<file path="src/rtl/fetch_stage.sv">
// rtl/fetch_stage.sv - instruction fetch stage: PC, single-outstanding imem requests, output register to decode
//
// Ports:
//   clk_i, rst_ni        clock (rising edge), asynchronous active-low reset
//   imem_req_o           fetch request; may drop before grant
//   imem_addr_o[31:0]    word-aligned fetch address (next fetch PC)
//   imem_gnt_i           request accepted this cycle (only meaningful while req=1)
//   imem_rvalid_i        read data valid, exactly one per grant
//   imem_rdata_i[31:0]   read data
//   redirect_i           single-cycle PC redirect from a later stage
//   redirect_pc_i[31:0]  redirect target, low two bits ignored
//   instr_valid_o        output register holds a valid instruction
//   instr_ready_i        decode consumes instr_o this cycle
//   instr_o[31:0]        fetched instruction word
//   pc_o[31:0]           PC of instr_o

module fetch_stage #(
    parameter logic [31:0] BOOT_ADDR = 32'h0000_0000
) (
    input  logic        clk_i,
    input  logic        rst_ni,
    output logic        imem_req_o,
    output logic [31:0] imem_addr_o,
    input  logic        imem_gnt_i,
    input  logic        imem_rvalid_i,
    input  logic [31:0] imem_rdata_i,
    input  logic        redirect_i,
    input  logic [31:0] redirect_pc_i,
    output logic        instr_valid_o,
    input  logic        instr_ready_i,
    output logic [31:0] instr_o,
    output logic [31:0] pc_o
);

    typedef enum logic {
        ST_REQ  = 1'b0,
        ST_WAIT = 1'b1
    } state_e;

    localparam logic [31:0] BOOT_PC = {BOOT_ADDR[31:2], 2'b00};

    state_e      state_q, state_d;
    logic [31:0] addr_q, addr_d;
    logic [31:0] pend_pc_q, pend_pc_d;
    logic        discard_q, discard_d;
    logic        instr_valid_q, instr_valid_d;
    logic [31:0] instr_q, instr_d;
    logic [31:0] pc_q, pc_d;
    logic        req;

    always_ff @(posedge clk_i or negedge rst_ni) begin
        if (!rst_ni) begin
            state_q       <= ST_REQ;
            addr_q        <= BOOT_PC;
            pend_pc_q     <= 32'h0;
            discard_q     <= 1'b0;
            instr_valid_q <= 1'b0;
            instr_q       <= 32'h0;
            pc_q          <= 32'h0;
        end else begin
            state_q       <= state_d;
            addr_q        <= addr_d;
            pend_pc_q     <= pend_pc_d;
            discard_q     <= discard_d;
            instr_valid_q <= instr_valid_d;
            instr_q       <= instr_d;
            pc_q          <= pc_d;
        end
    end

    always_comb begin
        state_d       = state_q;
        addr_d        = addr_q;
        pend_pc_d     = pend_pc_q;
        discard_d     = discard_q;
        instr_valid_d = instr_valid_q;
        instr_d       = instr_q;
        pc_d          = pc_q;

        // Only request when the output register is empty or draining this
        // cycle, so the single outstanding response always has a free slot.
        // Reset gates the request so it is low while rst_ni is asserted.
        req = rst_ni && (state_q == ST_REQ) && !redirect_i &&
              (!instr_valid_q || instr_ready_i);

        if (instr_valid_q && instr_ready_i) begin
            instr_valid_d = 1'b0;
        end

        if (redirect_i) begin
            addr_d        = {redirect_pc_i[31:2], 2'b00};
            instr_valid_d = 1'b0;
            if (state_q == ST_WAIT) begin
                if (imem_rvalid_i) begin
                    // Stale response arrives with the redirect: drop it now.
                    discard_d = 1'b0;
                    state_d   = ST_REQ;
                end else begin
                    // Response still in flight: swallow it when it lands.
                    discard_d = 1'b1;
                end
            end
        end else begin
            unique case (state_q)
                ST_REQ: begin
                    // rvalid here is a protocol error and is ignored.
                    if (req && imem_gnt_i) begin
                        pend_pc_d = addr_q;
                        addr_d    = addr_q + 32'd4;
                        state_d   = ST_WAIT;
                    end
                end
                ST_WAIT: begin
                    if (imem_rvalid_i) begin
                        if (discard_q) begin
                            discard_d = 1'b0;
                        end else begin
                            instr_d       = imem_rdata_i;
                            pc_d          = pend_pc_q;
                            instr_valid_d = 1'b1;
                        end
                        state_d = ST_REQ;
                    end
                end
                default: state_d = ST_REQ;
            endcase
        end
    end

    assign imem_req_o    = req;
    assign imem_addr_o   = addr_q;
    assign instr_valid_o = instr_valid_q;
    assign instr_o       = instr_q;
    assign pc_o          = pc_q;

endmodule

</file>
<file path="config.mk">
export PLATFORM = sky130hd
export DESIGN_NAME = fetch_stage
export DESIGN_NICKNAME = d
export VERILOG_FILES = /design/src/rtl/fetch_stage.sv
export SDC_FILE = /design/constraint.sdc
export NUM_CORES = 1
export LEC_CHECK = 0
export CORE_ASPECT_RATIO = 2
export CORE_MARGIN = 1
export CORE_UTILIZATION = 35
export CTS_CLUSTER_DIAMETER = 120
export DETAILED_ROUTE_END_ITERATION = 7
export HOLD_SLACK_MARGIN = 0.1
export PLACE_DENSITY = 0.61
export RECOVER_POWER = 25
export SYNTH_ARGS = -nofsm -noshare
export SYNTH_HDL_FRONTEND = slang
export SYNTH_SLANG_ARGS = --single-unit
</file>
<file path="constraint.sdc">
create_clock -name clk_i -period 1.8 [get_ports clk_i]
set_input_delay 0.18 -clock clk_i [delete_from_list [all_inputs] [get_ports clk_i]]
set_output_delay 0.18 -clock clk_i [all_outputs]
set_load 0.03 [all_outputs]
</file>
==> results.yml <==
flow_run:
  drv_cap: 0
grt:
  grt_pass1_vias: 4806
  grt_overflow: 0
  grt_pass1_wl_mm: 24.5
  grt_max_degree: 92
  antenna_found_initial: 0
  grt_use_total_pct: 19.9
detailed_routing:
  drtPass1Iterations: 6
  drt_iter0_drc: 263
  avgViaCountPerCell: 5.09
  route.detailed.wl_per_inst_um: 16.8
  vias: 4608
  drt_wl_total_mm: 15.2
  drc: 0
  ant_nets: 0
sta:
  finalHoldWorstSlack_ns: 0.311
  tightest_slew_ns: 1.13
  tns_ns: 0
  finalSetupViolCount: 0
  hold_violations: 0
  drv_slew: 0
  fmax_mhz: 569
  fin_crit_ns: 1.76
  rsz0062_at_grt: "yes"
  fin_skew_ns: 0.00959
  post-route-period-util_pct: 97.7
  relSlewSlack_pct: 24.4
status:
  status: "finished clean"
worst_setup_path:
  crit_buf_inv: 1
  required_ns: 1.62
  path_delay_family: "buffers and inverters"
  worstSetupEndpointType: "output port"
  crit_fanout: 4
  rrSetupSlack_ns: 0.07
  crit_type: "reg2out"
  critical-path-slowest-cell: "clkdlybuf4s50_1"
  crit_chain: "clkdlybuf4s50_1"
  critPathMaxStageDelay_ns: 0.71
  startpoint_type: "flip-flop"
  cp.arrival_ns: 1.58
hold_path:
  hp-class: "in2reg"
synth:
  synth_cell_types: 58
  async_reset_ff_share_pct: 100
  ys_top_cells_by_area: "dfrtp_1, mux2_2, nand2_1"
  synth_edf_count: 0
  synth_cells: 479
  ys_seq_area_share_pct: 57.6
  yosys_warnings: 0
  synth-seq-cells: 125
  yosysTopAreaCell: "dfrtp_1"
  synth_flop_cell: "dfrtp_1"
  syn-cell-area_um2: 5430
  avgSynthCellArea_um2: 11.3
  yosys.area.top_type_share_pct: 57.6
power:
  ir_drop_uv: 819
  p_leak_nw: 3.85
  powerDensity_nw_per_um2: 1400
placement:
  port_buffers: 161
  hpwl_mm: 11.3
  routabilityCongestion: 0.864
finish:
  drive_gt1_share_pct: 28.4
  n_antenna_cell: 0
  syn_to_final_growth_pct: 53.9
  layout.nets: 766
  fill_cells: 1353
  final_util_pct: 54.9
die:
  fp.dieH_um: 178
  initial_utilization_pct: 35.7
  fp.dieArea_um2: 16100
  die_w_um: 90.1
  io_pins: 168
  coreArea_um2: 15200
  std_cell_rows: 64
clock_network:
  cts_tree: "yes"
  insertion_delay_ns: 0.42
  clk_pin_slew_ns: 0.06
  cts_buffers: 17
  cts_sinks: 125
  cts_max_level: 4
  root_buffer: "clkbuf_16"
  clockBufferDepth: 2
-- cell usage after synthesis, types with 2 or more instances --
cell type	instances
xnor2_1	6
clkbuf_8	2
mux2i_1	4
o21a_1	2
dfrtp_1	125
mux2_2	63
buf_1	2
nor3_1	2
nor2_1	13
buf_2	12
a21oi_1	9
a31oi_1	3
nand3_1	17
buf_4	4
and2_1	2
clkbuf_2	2
or3_1	3
nand4_1	11
a21o_1	2
a31o_2	2
o311ai_0	5
and3_1	6
and4_1	2
nand2_1	113
clkbuf_1	4
nor4_1	6
o21ai_0	14
o21ai_1	3
inv_1	5
xor2_1	2
o211ai_1	6
-- layer usage --
metal  part of all wire [%]  vias to the layer above  track usage, %
li1                       -                     2110               -
met3                    4.5                       42            4.82
met1                     37                     2275            20.7
met4                    4.0                        0            11.8
met5                      0                        -               0
met2                     54                      181            36.1
-- state kept, by name, summed over array words and instances, names as in the netlist --
name	count
instr_o	32
imem_addr_o	30
pc_o	30
pend_pc_q	30
discard_q	1
instr_valid_o	1
state_q	1
-- worst register-to-register path, stage by stage (launching register included) --
cell and delay (ns):
dfrtp_2 0.37, nand4_1 0.12, or4_4 0.61, nor3_4 0.18
a31oi_1 0.11, a211o_1 0.22
-- placed cells by master, fill, tap and decap left out, types with 5 or more instances in the layout --
| cell | Yosys | final |
|---|---|---|
| dlymetal6s2s_1 | 0 | 15 |
| xnor2_1 | 6 | 5 |
| nand4_1 | 11 | 11 |
| o211ai_1 | 6 | 6 |
| inv_1 | 5 | 5 |
| clkinvlp_4 | 0 | 5 |
| nand3_1 | 17 | 15 |
| dfrtp_2 | 0 | 22 |
| a21oi_1 | 9 | 9 |
| mux2_2 | 63 | 63 |
| dlygate4sd2_1 | 0 | 12 |
| clkbuf_16 | 0 | 17 |
| clkdlybuf4s50_1 | 0 | 132 |
| o311ai_0 | 5 | 5 |
| dfrtp_1 | 125 | 103 |
| nand2_1 | 113 | 113 |
| buf_4 | 4 | 56 |
| nor2_1 | 13 | 11 |
| o21ai_0 | 14 | 13 |
-- worst paths after layout --
path                                                   from                          end  cells past startpoint
worst max-delay path            imem_addr_o[31]$_DFFE_PN0P_              imem_addr_o[31]                      1
worst min-delay path                      redirect_pc_i[30]  imem_addr_o[30]$_DFFE_PN0P_                      3
worst max register to register  imem_addr_o[16]$_DFFE_PN0P_  imem_addr_o[26]$_DFFE_PN0P_                      5
worst min register to register    pend_pc_q[27]$_DFFE_PN0P_    pend_pc_q[27]$_DFFE_PN0P_                      2
max in group asynchronous                            rst_ni  imem_addr_o[24]$_DFFE_PN0P_                      3
min in group asynchronous                            rst_ni     pend_pc_q[5]$_DFFE_PN0P_                      3
-- cells by family (layout without fill, tap and decap cells) --
group | after synthesis | count (layout) | synth area share [%]
and+or+nand+nor | 190 | 190 | 17.0
other | 1 | 4 | 0.0690
AOI/OAI and AO/OA | 54 | 54 | 6.43
adders and majority gates | 1 | 1 | 0.230
DFF | 125 | 125 | 57.6
buffers and inverters | 33 | 259 | 3.55
xor gates and xnor gates | 8 | 8 | 1.29
muxes | 67 | 67 | 13.8
-- where the power goes --
part           internal, mW  switching [mW]
sequential             3.66           0.446
combinational          1.94            2.26
clock                  2.09            1.33
total                  7.68            4.03
-- through the flow --
step	instances	setup slack (ns)	power, mW	instance area (µm²)
floorplan	482	-0.0389	6.38	5490
global placement	869	-0.218	8.30	7640
detailed placement	869	-0.288	8.40	7640
CTS	905	0.00130	11.9	8260
global route	906	-0.0355	12.3	8360
finish	906	0.0414	11.7	8360
-- cell type report --
class / instances / area (µm²) / share of cell area, %
clock buffer: 18 / 439 / 5.25
clock inverter: 14 / 159 / 1.90
inverter: 5 / 18.8 / 0.225
multi-input combinational: 324 / 2210 / 26.4
sequential: 125 / 3160 / 37.8
tap: 198 / 248 / 2.96
timing repair buffer: 222 / 2130 / 25.5
-- repair_timing --
item,4_1_cts,5_1_grt
setup endpoints to repair,15,29
gates resized for setup,13,31
cloned,0,0
pin swaps,5,6
endpoints found under the hold margin,125,0
buffers inserted,3,1
hold buffers,1,0
No activity file was read; power rests on OpenSTA's default activity.
